**src/rtl/ysyx_23060208_pkg.sv**
```systemverilog
// Shared types and constants for the ysyx_23060208 instruction fetch unit.
package ysyx_23060208_pkg;

  localparam logic [31:0] RESET_PC  = 32'h8000_0000;
  localparam logic [1:0]  RESP_OKAY = 2'b00;

  typedef enum logic [1:0] {
    IDLE = 2'd0,
    AR   = 2'd1,
    R    = 2'd2,
    OUT  = 2'd3
  } ifu_state_e;

endpackage

```
**src/rtl/ysyx_23060208_ifu_obuf.sv**
```systemverilog
// Single-entry output register holding one fetched instruction, its PC and fault flag.
module ysyx_23060208_ifu_obuf #(
  parameter int DATA_WIDTH = 32
) (
  input  logic                  clk,
  input  logic                  rst_n,
  input  logic                  i_load,
  input  logic                  i_flush,
  input  logic                  i_ready,
  input  logic [DATA_WIDTH-1:0] i_inst,
  input  logic [DATA_WIDTH-1:0] i_pc,
  input  logic                  i_fault,
  output logic                  o_valid,
  output logic [DATA_WIDTH-1:0] o_inst,
  output logic [DATA_WIDTH-1:0] o_pc,
  output logic                  o_fault
);

  logic                  r_valid;
  logic [DATA_WIDTH-1:0] r_inst;
  logic [DATA_WIDTH-1:0] r_pc;
  logic                  r_fault;

  always_ff @(posedge clk or negedge rst_n) begin
    if (!rst_n) begin
      r_valid <= 1'b0;
      r_inst  <= '0;
      r_pc    <= '0;
      r_fault <= 1'b0;
    end else if (i_load) begin
      r_valid <= 1'b1;
      r_inst  <= i_inst;
      r_pc    <= i_pc;
      r_fault <= i_fault;
    end else if (i_flush || (r_valid && i_ready)) begin
      r_valid <= 1'b0;
    end
  end

  assign o_valid = r_valid;
  assign o_inst  = r_inst;
  assign o_pc    = r_pc;
  assign o_fault = r_fault;

endmodule

```
**src/rtl/ysyx_23060208_ifu_fetch.sv**
```systemverilog
// Instruction fetch unit: single-outstanding SRAM read master feeding the IDU.
// Optional performance counters are enabled by defining IFU_PERF_CNT_EN.
module ysyx_23060208_ifu_fetch #(
  parameter int                    DATA_WIDTH = 32,
  parameter logic [DATA_WIDTH-1:0] RESET_PC   = ysyx_23060208_pkg::RESET_PC
) (
  input  logic                  clk,
  input  logic                  rst_n,
`ifdef IFU_PERF_CNT_EN
  output logic [63:0]           perf_fetch_cnt,
  output logic [63:0]           perf_wait_cnt,
`endif
  output logic [DATA_WIDTH-1:0] isram_araddr,
  output logic                  isram_arvalid,
  input  logic                  isram_arready,
  input  logic [1:0]            isram_rresp,
  input  logic                  isram_rvalid,
  input  logic [DATA_WIDTH-1:0] isram_rdata,
  output logic                  isram_rready,
  input  logic                  redirect_valid,
  input  logic [DATA_WIDTH-1:0] redirect_pc,
  output logic                  ifu_valid,
  input  logic                  idu_ready,
  output logic [DATA_WIDTH-1:0] ifu_inst,
  output logic [DATA_WIDTH-1:0] ifu_pc,
  output logic                  ifu_fault
);

  import ysyx_23060208_pkg::*;

  logic [1:0]            r_rst_sync;
  logic                  w_rst_n;
  ifu_state_e            r_state;
  ifu_state_e            w_state_nxt;
  logic [DATA_WIDTH-1:0] r_pc;
  logic [DATA_WIDTH-1:0] w_pc_nxt;
  logic [DATA_WIDTH-1:0] r_araddr;
  logic                  r_flush;
  logic                  w_flush_nxt;
  logic                  w_obuf_load;
  logic                  w_obuf_flush;
  logic                  w_ar_hs;
  logic                  w_r_hs;
  logic                  w_fault;

  // Assert asynchronously, release two clocks after rst_n rises.
  always_ff @(posedge clk or negedge rst_n) begin
    if (!rst_n) r_rst_sync <= 2'b00;
    else        r_rst_sync <= {r_rst_sync[0], 1'b1};
  end
  assign w_rst_n = r_rst_sync[1];

  assign isram_arvalid = (r_state == AR);
  assign isram_rready  = (r_state == R);
  assign isram_araddr  = r_araddr;
  assign w_ar_hs       = isram_arvalid & isram_arready;
  assign w_r_hs        = isram_rvalid & isram_rready;
  assign w_fault       = (isram_rresp != RESP_OKAY);

  always_comb begin
    w_state_nxt  = r_state;
    w_pc_nxt     = r_pc;
    w_flush_nxt  = r_flush;
    w_obuf_load  = 1'b0;
    w_obuf_flush = 1'b0;
    case (r_state)
      IDLE: w_state_nxt = AR;
      AR: begin
        if (w_ar_hs)        w_state_nxt = R;
        if (redirect_valid) w_flush_nxt = 1'b1;
      end
      R: begin
        if (w_r_hs) begin
          // A stale or just-redirected response is drained and dropped.
          if (r_flush || redirect_valid) begin
            w_flush_nxt = 1'b0;
            w_state_nxt = AR;
          end else begin
            w_obuf_load = 1'b1;
            w_pc_nxt    = r_pc + DATA_WIDTH'(4);
            w_state_nxt = OUT;
          end
        end else if (redirect_valid) begin
          w_flush_nxt = 1'b1;
        end
      end
      OUT: begin
        if (redirect_valid || (ifu_valid && idu_ready)) begin
          w_obuf_flush = redirect_valid;
          w_state_nxt  = AR;
        end
      end
      default: w_state_nxt = IDLE;
    endcase
    if (redirect_valid) w_pc_nxt = redirect_pc;
  end

  // The request address is latched on entry to AR so it never moves while valid.
  always_ff @(posedge clk or negedge w_rst_n) begin
    if (!w_rst_n) begin
      r_state  <= IDLE;
      r_pc     <= RESET_PC;
      r_flush  <= 1'b0;
      r_araddr <= '0;
    end else begin
      r_state <= w_state_nxt;
      r_pc    <= w_pc_nxt;
      r_flush <= w_flush_nxt;
      if ((w_state_nxt == AR) && (r_state != AR)) r_araddr <= w_pc_nxt;
    end
  end

  ysyx_23060208_ifu_obuf #(
    .DATA_WIDTH (DATA_WIDTH)
  ) u_obuf (
    .clk     (clk),
    .rst_n   (w_rst_n),
    .i_load  (w_obuf_load),
    .i_flush (w_obuf_flush),
    .i_ready (idu_ready),
    .i_inst  (isram_rdata),
    .i_pc    (r_pc),
    .i_fault (w_fault),
    .o_valid (ifu_valid),
    .o_inst  (ifu_inst),
    .o_pc    (ifu_pc),
    .o_fault (ifu_fault)
  );

`ifdef IFU_PERF_CNT_EN
  always_ff @(posedge clk or negedge w_rst_n) begin
    if (!w_rst_n) begin
      perf_fetch_cnt <= '0;
      perf_wait_cnt  <= '0;
    end else begin
      if (ifu_valid && idu_ready)           perf_fetch_cnt <= perf_fetch_cnt + 64'd1;
      if ((r_state == AR) || (r_state == R)) perf_wait_cnt  <= perf_wait_cnt + 64'd1;
    end
  end
`endif

endmodule
```
**config.mk**
```make
export PLATFORM = sky130hd
export DESIGN_NAME = ysyx_23060208_ifu_fetch
export DESIGN_NICKNAME = d
export VERILOG_FILES = /design/src/rtl/ysyx_23060208_pkg.sv /design/src/rtl/ysyx_23060208_ifu_obuf.sv /design/src/rtl/ysyx_23060208_ifu_fetch.sv
export SDC_FILE = /design/constraint.sdc
export NUM_CORES = 1
export LEC_CHECK = 0
export ABC_CLOCK_PERIOD_IN_PS = 3700
export BUFFER_PORTS_ARGS = -buffer_cell sky130_fd_sc_hd__buf_2
export CORE_MARGIN = 2
export CORE_UTILIZATION = 47
export DETAILED_ROUTE_END_ITERATION = 8
export PLACE_DENSITY = 0.73
export SYNTH_ARGS = -nofsm -noshare
export SYNTH_HDL_FRONTEND = slang
export SYNTH_SLANG_ARGS = --single-unit
export TNS_END_PERCENT = 10
```
**constraint.sdc**
```tcl
create_clock -name clk -period 3.7 [get_ports clk]
set_input_delay 0.74 -clock clk [delete_from_list [all_inputs] [get_ports clk]]
set_output_delay 0.74 -clock clk [all_outputs]
set_load 0.01 [all_outputs]
```
==> results.ini, run 1 <==
[synthesis]
synth-edff-count = 0
syn_nets = 690
synth-async-reset-ratio_pct = 100
synth_top_family_by_area = simple AND/OR/NAND/NOR gates
yosys.area_share.simple_pct = 23.0
synth-main-ff-cell = dfrtp_1
netlist_area_um2 = 5970
synth_xor_area_share_pct = 1.47
ys_ff_latch = 135
yosysSeqAreaShare_pct = 56.6
syn_inst = 612
synth_area_per_cell_um2 = 9.76
synthMuxAreaShare_pct = 6.87
yosys_warnings = 0
yosysUniqueCellTypes = 50
synthAdderAreaFrac_pct = 1.26
synth_compound_area_share_pct = 7.65

[pwr]
total_power_w = 0.00592
cellPowerDensity_nw_per_um2 = 772
ir_worst_vdd_mv = 0.335
p_leak_nw = 3.95

[global_route]
grt_max_degree = 72
grtUsageTotal_pct = 23.3
grt_pass1_vias = 4944
overflow = 0
antenna_found_initial = 0
grt_pass1_wl_um = 24400

[clock_network]
root_buffer = clkbuf_16
post_cts.repair.setup_buffers = 0
cts_sinks = 135
htreeDepth = 4
clk_pin_slew_worst_paths_ns = 0.06
cts_buffers = 17
cts_tree = built
clk_path_buf_depth = 2
cts_resized = 0
cts_hold_buf = 0
clkLatencyLatePin_ns = 0.41

[setup_path]
worstSetupPathType = flop to flop
critPathArrivalTime_ns = 3.24
crit_path_start_kind = flop
reg2regPathDepth = 7
r2r_start = r_state[0]$_DFF_PN0_
r2r-end = r_pc[27]$_DFF_PN0_
crit_path_start = r_state[0]$_DFF_PN0_
cpMaxStageDelayCell = or4_4
cpPeakStageDelay_ns = 0.70
worstPathMaxFanout = 19
reg2reg_slack_ns = 0.75
worstPathRequired_ns = 3.98
crit_top_cell = or4_4
endpoint = r_pc[27]$_DFF_PN0_
crit_chain = inv_1, ha_1, nand4bb_4, or4_4, or4_4, mux2i_1, nand3_1
critPathCaptureType = flop

[detailed_routing]
ant_nets = 0
dr.pass1.iters = 5
routed_via_density = 5.25
wirelength_um = 15600
drc = 0
wire_per_inst_um = 16.2
route.vias.total = 5056
drtIter0Drc = 369

[die]
dieArea_um2 = 13600
core_um2 = 12500
io_pins = 172
num_rows = 41
die_h_um = 117
start_util_pct = 47.7
die_x_um = 117

[timing]
maxSlewHeadroom_pct = 37.8
period_share_pct = 79.8
rsz0062_at_grt = false
final-hold-violation-count = 0
timing.fmax_ghz = 0.339
slew_violations = 0
setup-violations-final = 0
skew_ns = 0.00494
worst_slew_pin_slew_ns = 0.933
period_minus_slack_ns = 2.95
fin_tns_setup_ns = 0

[hold_path]
hp-class = input port to asynchronous set/reset pin

[cells_and_area]
filler_cell_count = 1067
layout_commonest_cell = nand2_1
regArea_um2 = 3380
multi_input_area_um2 = 2420
num-nets-final = 858
num_antenna_cells = 0
layout_common_cells = nand2_1 (223), buf_2 (171), dfrtp_1 (133), mux2_2 (32), o21ai_0 (25)
drive_gt1_share_pct = 31.9
syn_to_final_growth_pct = 28.4

[place]
port-buffer-count = 171
dp_hpwl_um = 10900
globalplace.congestion = 0.900

[outcome]
status = complete, no violations

[run]
maxCapViolations = 0

==> how the worst min path moves through the flow <==
| stage | from | to | slack (ns) |
|---|---|---|---|
| floorplan | r_rst_sync[0]$_DFF_PN0_ | r_rst_sync[1]$_DFF_PN0_ | 0.33 |
| global placement | r_rst_sync[0]$_DFF_PN0_ | r_rst_sync[1]$_DFF_PN0_ | 0.34 |
| detailed placement | r_rst_sync[0]$_DFF_PN0_ | r_rst_sync[1]$_DFF_PN0_ | 0.34 |
| CTS | rst_n | r_rst_sync[1]$_DFF_PN0_ | 0.09 |
| global route | rst_n | r_rst_sync[1]$_DFF_PN0_ | 0.09 |
| finish | rst_n | r_rst_sync[1]$_DFF_PN0_ | 0.10 |
==> routing by layer <==
layer | track usage [%] | routed length, um | part of all wire [%]
met1 | 31.2 | 6620 | 42
met2 | 36.8 | 7690 | 49
met3 | 5.14 | 838 | 5.4
met4 | 10.2 | 424 | 2.7
met5 | 0 | 0 | 0
==> worst max-delay path: cells and delay by family (launching register included) <==
family | cells | cell delay, ns
fa+ha+maj | 1 | 0.37
buf+inv | 1 | 0.12
flops | 1 | 0.43
mux | 1 | 0.20
simple gates | 4 | 1.69
==> synthesized netlist by cell type (7+ instances only) <==
| cell | instances | share of area (%) |
|---|---|---|
| dfrtp_1 | 134 | 56 |
| nand4_1 | 11 | 1.2 |
| nor3_1 | 10 | 0.84 |
| a31oi_1 | 8 | 0.84 |
| o21ai_0 | 25 | 2.1 |
| a21oi_1 | 7 | 0.59 |
| inv_1 | 10 | 0.63 |
| nor4_1 | 8 | 0.84 |
| clkbuf_1 | 25 | 1.6 |
| nand3_1 | 15 | 1.3 |
| nand2_1 | 223 | 14 |
| nor2_1 | 15 | 0.94 |
| mux2_2 | 32 | 6.0 |
==> stage by stage <==
| step | util, % | instance area [um^2] | cells | worst slack (ns) | hold slack, ns |
|---|---|---|---|---|---|
| floorplan | - | 5970 | 612 | 0.946 | 0.331 |
| global placement | 56.0 | 7010 | 933 | 0.786 | 0.337 |
| detailed placement | 56.0 | 7010 | 933 | 0.745 | 0.338 |
| CTS | 61.2 | 7670 | 963 | 0.764 | 0.0857 |
| global route | 61.2 | 7670 | 963 | 0.541 | 0.0860 |
| finish | 61.2 | 7670 | 963 | 0.746 | 0.100 |
==> cells by family after synthesis <==
family                   after synthesis
XOR/XNOR                              10
other                                  1
adder cells (fa/ha/maj)                6
flip-flops                           135
AND/OR/NAND/NOR                      312
AO/OA/AOI/OAI                         69
buffers and inverters                 42
multiplexers                          37
==> flip-flops by register name, indices dropped and copies added, names as in the netlist <==
name / cells
u_obuf.o_valid: 1
u_obuf.o_pc: 32
u_obuf.o_fault: 1
r_pc: 32
isram_araddr: 32
r_state: 2
r_flush: 1
u_obuf.o_inst: 32
r_rst_sync: 2
==> area by class of cell <==
class,instances,area share (%)
Tap cell,172,2.81
Sequential cell,135,44.1
Clock inverter,9,2.58
Timing Repair Buffer,180,12.4
Clock buffer,21,6.01
Multi-Input combinational cell,435,31.6
Inverter,11,0.539
==> report_power, final <==
| part | switching [W] | internal, W | leakage, nW |
|---|---|---|---|
| registers | 0.000331 | 0.00196 | 1.70 |
| clock network | 0.000603 | 0.00129 | 0.319 |
| logic | 0.000906 | 0.000825 | 1.93 |
(Power assumes the default switching activity.)
==> inputs of run 2 (changes only) <==
Settings changed: ABC_AREA set to 1, ABC_CLOCK_PERIOD_IN_PS 3700 to 2500.
Clock period 3.7 ns to 2.5 ns, I/O delays scaled along.
==> results.ini, run 2 <==
[cells_and_area]
layout_common_cells = nand2_1 (331), buf_2 (171), dfrtp_1 (133), nand3_1 (52), inv_1 (50)
layout_commonest_cell = nand2_1
num-nets-final = 1019
finalNonFillerCells = 1130
syn_to_final_growth_pct = 27.1
num_antenna_cells = 0
drive_gt1_share_pct = 26.0

[detailed_routing]
route.vias.total = 5531
highest_layer = met4
wl_met2_um = 7270
drc = 0
wire_per_inst_um = 14.1
ant_nets = 0
drtIter0Drc = 410
wl_met3_um = 903
routed_via_density = 4.89
dr.pass1.iters = 5
wl_met1_um = 7610
wirelength_um = 16000

[clock_network]
post_cts.repair.setup_buffers = 0
cts_tree = built
htreeDepth = 4
cts_resized = 0
clk_path_buf_depth = 2
clk_pin_slew_worst_paths_ns = 0.06
cts_hold_buf = 1
clkLatencyLatePin_ns = 0.41
cts_buffers = 17
root_buffer = clkbuf_16
cts_sinks = 135

[synthesis]
syn_inst = 766
ys_ff_latch = 135
yosysMostFrequentCell = nand2_1
synth_area_per_cell_um2 = 8.11
synth-async-reset-ratio_pct = 100
yosys_warnings = 0
synth_common_cells = nand2_1 (332), dfrtp_1 (134), nand3_1 (52)
synth-main-ff-cell = dfrtp_1
synth.top_cell.area_share_pct = 54.0
yosysUniqueCellTypes = 34
netlist_area_um2 = 6210
synthTopCellsByArea = dfrtp_1 (54%), nand2_1 (20%), nand3_1 (4.2%)
synth_top_cell_by_area = dfrtp_1
yosysSeqAreaShare_pct = 54.4
syn_nets = 844
synth-edff-count = 0

[die]
die_h_um = 119
num_rows = 42
die_x_um = 119
start_util_pct = 47.5
dieArea_um2 = 14200
io_pins = 172
core_um2 = 13100

[setup_path]
crit_chain = inv_1, ha_1, nand2_2, nor2_1, nand2_4, buf_4, nor2_1, o21ai_0, nand2_1, nand2_1, nand2_1
worstPathRequired_ns = 2.80
critPathCaptureType = flop
crit_path_start = r_state[0]$_DFF_PN0_
cpMaxStageDelayCell = dfrtp_1
critPathArrivalTime_ns = 2.55
crit_path_start_kind = flop
worstPathMaxFanout = 46
r2r_start = r_state[0]$_DFF_PN0_
cpPeakStageDelay_ns = 0.44
crit_top_cell = nand2_1
worstSetupPathType = flop to flop

[global_route]
grt_pass1_wl_um = 26100
grt_pass1_vias = 5271
grt_max_degree = 51
antenna_found_initial = 0
grtUsageTotal_pct = 23.4
overflow = 0

[pwr]
intPower_w = 0.00576
ir_worst_vdd_mv = 0.543
combPwrFrac_pct = 32.1
p_seq_share_pct = 39.2
p_leak_nw = 4.35
cellPowerDensity_nw_per_um2 = 1120
power.share.switching_pct = 35.0
p_switching_w = 0.00311
clkPwrFrac_pct = 28.7

[timing]
fin_tns_setup_ns = 0
final-hold-violation-count = 0
period_minus_slack_ns = 2.26
setup-violations-final = 0
period_share_pct = 90.3
rsz0062_at_grt = false
timing.fmax_ghz = 0.443
slew_violations = 0
skew_ns = 0.00756

[place]
port-buffer-count = 171
globalplace.congestion = 0.930
dp_hpwl_um = 11700
dp_cells = 1097

[outcome]
status = complete, no violations

[hold_path]
min-delay-start = isram_rdata[19]
hp-class = input port to flop

[run]
maxCapViolations = 0

run 2: routing by layer:
layer  vias to the layer above  global-route usage (%)
li1                       2757                       -
met1                      2545                    33.4
met2                       211                    36.1
met3                        18                    4.12
met4                         0                    8.41
met5                         -                       0
run 2: worst paths after layout:
check                                                 to  slack, ns  depth (start not counted)
max                          isram_araddr[2]$_DFFE_PN0P_       0.24                         11
min                        u_obuf.o_inst[19]$_DFFE_PN0P_       0.29                          3
max reg2reg                  isram_araddr[2]$_DFFE_PN0P_       0.24                         11
min reg2reg                  isram_araddr[6]$_DFFE_PN0P_       0.30                          0
max in group asynchronous  u_obuf.o_inst[11]$_DFFE_PN0P_       1.48                          1
min in group asynchronous    isram_araddr[6]$_DFFE_PN0P_       0.30                          0
run 2: metrics by stage:
step	cell area [um^2]	util (%)	setup slack (ns)	hold WS [ns]	total power, W
after floorplan	6220	-	0.256	0.204	0.00507
after global placement	7280	55.7	0.361	0.287	0.00630
after detailed placement	7280	55.7	0.288	0.286	0.00637
after CTS	7900	60.4	0.253	0.277	0.00894
after global routing	7900	60.4	0.0155	0.289	0.00947
final	7900	60.4	0.243	0.287	0.00887
run 2: cells by family (layout without fill, tap and decap cells):
kind of cell             Yosys count  count (layout)  share of synthesized area [%]
adder cells (fa/ha/maj)            6               6                           1.21
AO/OA/AOI/OAI                     63              63                           5.64
buffers and inverters             80             268                           5.50
flip-flops                       135             135                           54.4
AND/OR/NAND/NOR                  475             475                           32.4
other                              1               1                         0.0603
XOR/XNOR                           6               6                          0.846
run 2: power groups by stage:
stage	Combinational, W	Sequential (W)	Clock, W
after detailed placement	0.00288	0.00349	0
after CTS	0.00289	0.00347	0.00258
after floorplan	0.00124	0.00383	0
after global routing	0.00322	0.00358	0.00268
after global placement	0.00281	0.00348	0
final	0.00285	0.00348	0.00254
run 2: worst max-delay path: cells and delay by family, from the launching register on:
family	cells	cell delay, ns
compound gates	1	0.18
fa+ha+maj	1	0.23
buf+inv	2	0.54
flops	1	0.44
simple gates	7	0.75
run 2: cell type report:
cell class                      count  area [um^2]
Tap cell                          176          220
Clock inverter                     11          148
Inverter                           52          195
Fill cell                        1138         5180
Clock buffer                       21          460
Multi-Input combinational cell    551         2500
Sequential cell                   135         3380
Timing Repair Buffer              184          993
==> inputs of run 3 (changes only) <==
Settings changed: GPL_TIMING_DRIVEN set to 0, SETUP_SLACK_MARGIN set to 0.4.
==> results.ini, run 3 (synthesis gave the netlist of run 2 again) <==
[clock_network]
cts_sinks = 135
clk_path_buf_depth = 2
clk_pin_slew_worst_paths_ns = 0.06
cts_buffers = 17
htreeDepth = 4
clkLatencyLatePin_ns = 0.42
cts_tree = built
root_buffer = clkbuf_16

[setup_path]
crit_chain = inv_2, ha_4, nand2_2, nor2_1, nand2_2, nand3_1, nand2_1, nand2_4, inv_2, buf_2, nand2_1, nand2_1
crit_top_cell = nand2_1
reg2reg_slack_ns = 0.53
worstPathRequired_ns = 2.81
cpMaxStageDelayCell = dfrtp_2
r2r-end = isram_araddr[16]$_DFFE_PN0P_
critPathCaptureType = flop
reg2regPathDepth = 12
critPathTopFamily = simple AND/OR/NAND/NOR gates
worstSetupPathType = flop to flop
crit_path_start_kind = flop
worstPathMaxFanout = 10
critPathBufInv = 3
cpPeakStageDelay_ns = 0.45
r2r_start = r_state[0]$_DFF_PN0_
critPathArrivalTime_ns = 2.28

[cells_and_area]
syn_to_final_growth_pct = 28.0
drive_gt1_share_pct = 26.9
num-nets-final = 1037
layout_commonest_cell = nand2_1
finalNonFillerCells = 1148
num_antenna_cells = 0
layout_common_cells = nand2_1 (331), buf_2 (185), dfrtp_1 (132), nand3_1 (52), inv_1 (49)

[place]
globalplace.congestion = 0.916
dp_cells = 1114
port-buffer-count = 171
dp_hpwl_um = 12300

[pwr]
cellPowerDensity_nw_per_um2 = 1100
ir_worst_vdd_mv = 0.593
p_leak_nw = 4.35
total_power_w = 0.00875

[detailed_routing]
drc = 0
wirelength_um = 16500
dr.pass1.iters = 5
wire_per_inst_um = 14.4
drtIter0Drc = 382
ant_nets = 0
routed_via_density = 4.86
route.vias.total = 5576

[die]
core_um2 = 13100
die_x_um = 119
dieArea_um2 = 14200
num_rows = 42
die_h_um = 119
io_pins = 172
start_util_pct = 47.5

[hold_path]
holdPathStages = 3
min-delay-start = isram_rdata[2]
hp-class = input port to flop
holdPathEnd = u_obuf.o_inst[2]$_DFFE_PN0P_

[timing]
slew_violations = 0
maxSlewHeadroom_pct = 39.4
final-hold-violation-count = 0
rsz0062_at_grt = false
timing.fmax_ghz = 0.507
fin_tns_setup_ns = 0
skew_ns = 0.00770
period_minus_slack_ns = 1.97
setup-violations-final = 0
worst_slew_pin_slew_ns = 0.909
period_share_pct = 78.9

[global_route]
antenna_found_initial = 0
overflow = 0
grt_pass1_vias = 5493
grtUsageTotal_pct = 24.7
grt_pass1_wl_um = 27400
grt_max_degree = 71

[run]
maxCapViolations = 0

[outcome]
status = complete, no violations

-- run 3: metrics by stage --
stage	utilization (%)	instance area (um^2)	hold slack [ns]	setup slack [ns]
after floorplan	-	6220	0.204	0.614
after global placement	55.7	7290	0.286	0.108
after detailed placement	56.0	7320	0.288	0.116
after CTS	60.7	7940	0.274	0.466
after global routing	60.8	7950	0.282	0.408
final	60.8	7950	0.278	0.529
-- run 3: area by class of cell --
class,count,area (um^2)
clock inverters,14,153
multi-input cells,551,2520
flip-flops and latches,135,3380
repair buffers,174,901
inverters,52,195
clock buffers,18,429
plain buffers,28,149
well taps,176,220
fillers,1193,5130
-- run 3: per-layer routing --
| layer | vias to the layer above | part of all wire (%) | GRT usage (%) |
|---|---|---|---|
| met5 | - | 0 | 0 |
| met4 | 0 | 2.0 | 9.30 |
| met3 | 25 | 5.7 | 4.02 |
| met2 | 193 | 46 | 39.1 |
| met1 | 2559 | 46 | 34.4 |
| li1 | 2799 | - | - |
-- run 3: worst min-delay path: cells and delay by family --
kind / cells / cell delay [ns]
and+or+nand+nor: 2 / 0.09
buffers and inverters: 1 / 0.07
-- run 3: report_power, final --
group	internal (W)	leakage, nW	total (W)	switching [W]
clock network	0.00147	0.272	0.00245	0.000974
registers	0.00300	1.71	0.00347	0.000462
logic	0.00112	2.37	0.00284	0.00172
-- run 3: worst max-delay path by stage --
stage                               from                            to  slack [ns]  depth (start not counted)
floorplan           r_state[0]$_DFF_PN0_  isram_araddr[11]$_DFFE_PN0P_        0.61                         11
global placement    r_state[0]$_DFF_PN0_  isram_araddr[10]$_DFFE_PN0P_        0.11                         12
detailed placement  r_state[0]$_DFF_PN0_  isram_araddr[16]$_DFFE_PN0P_        0.12                         12
CTS                 r_state[0]$_DFF_PN0_  isram_araddr[25]$_DFFE_PN0P_        0.47                         12
global route        r_state[0]$_DFF_PN0_  isram_araddr[13]$_DFFE_PN0P_        0.41                         12
finish              r_state[0]$_DFF_PN0_  isram_araddr[16]$_DFFE_PN0P_        0.53                         12
-- run 3: what timing repair did --
item,in CTS,in global routing
buffers inserted,1,0
resized for setup,4,5
cloned,0,0
hold buffers,1,0
endpoints found under the hold margin,2,0
setup endpoints to repair,118,71
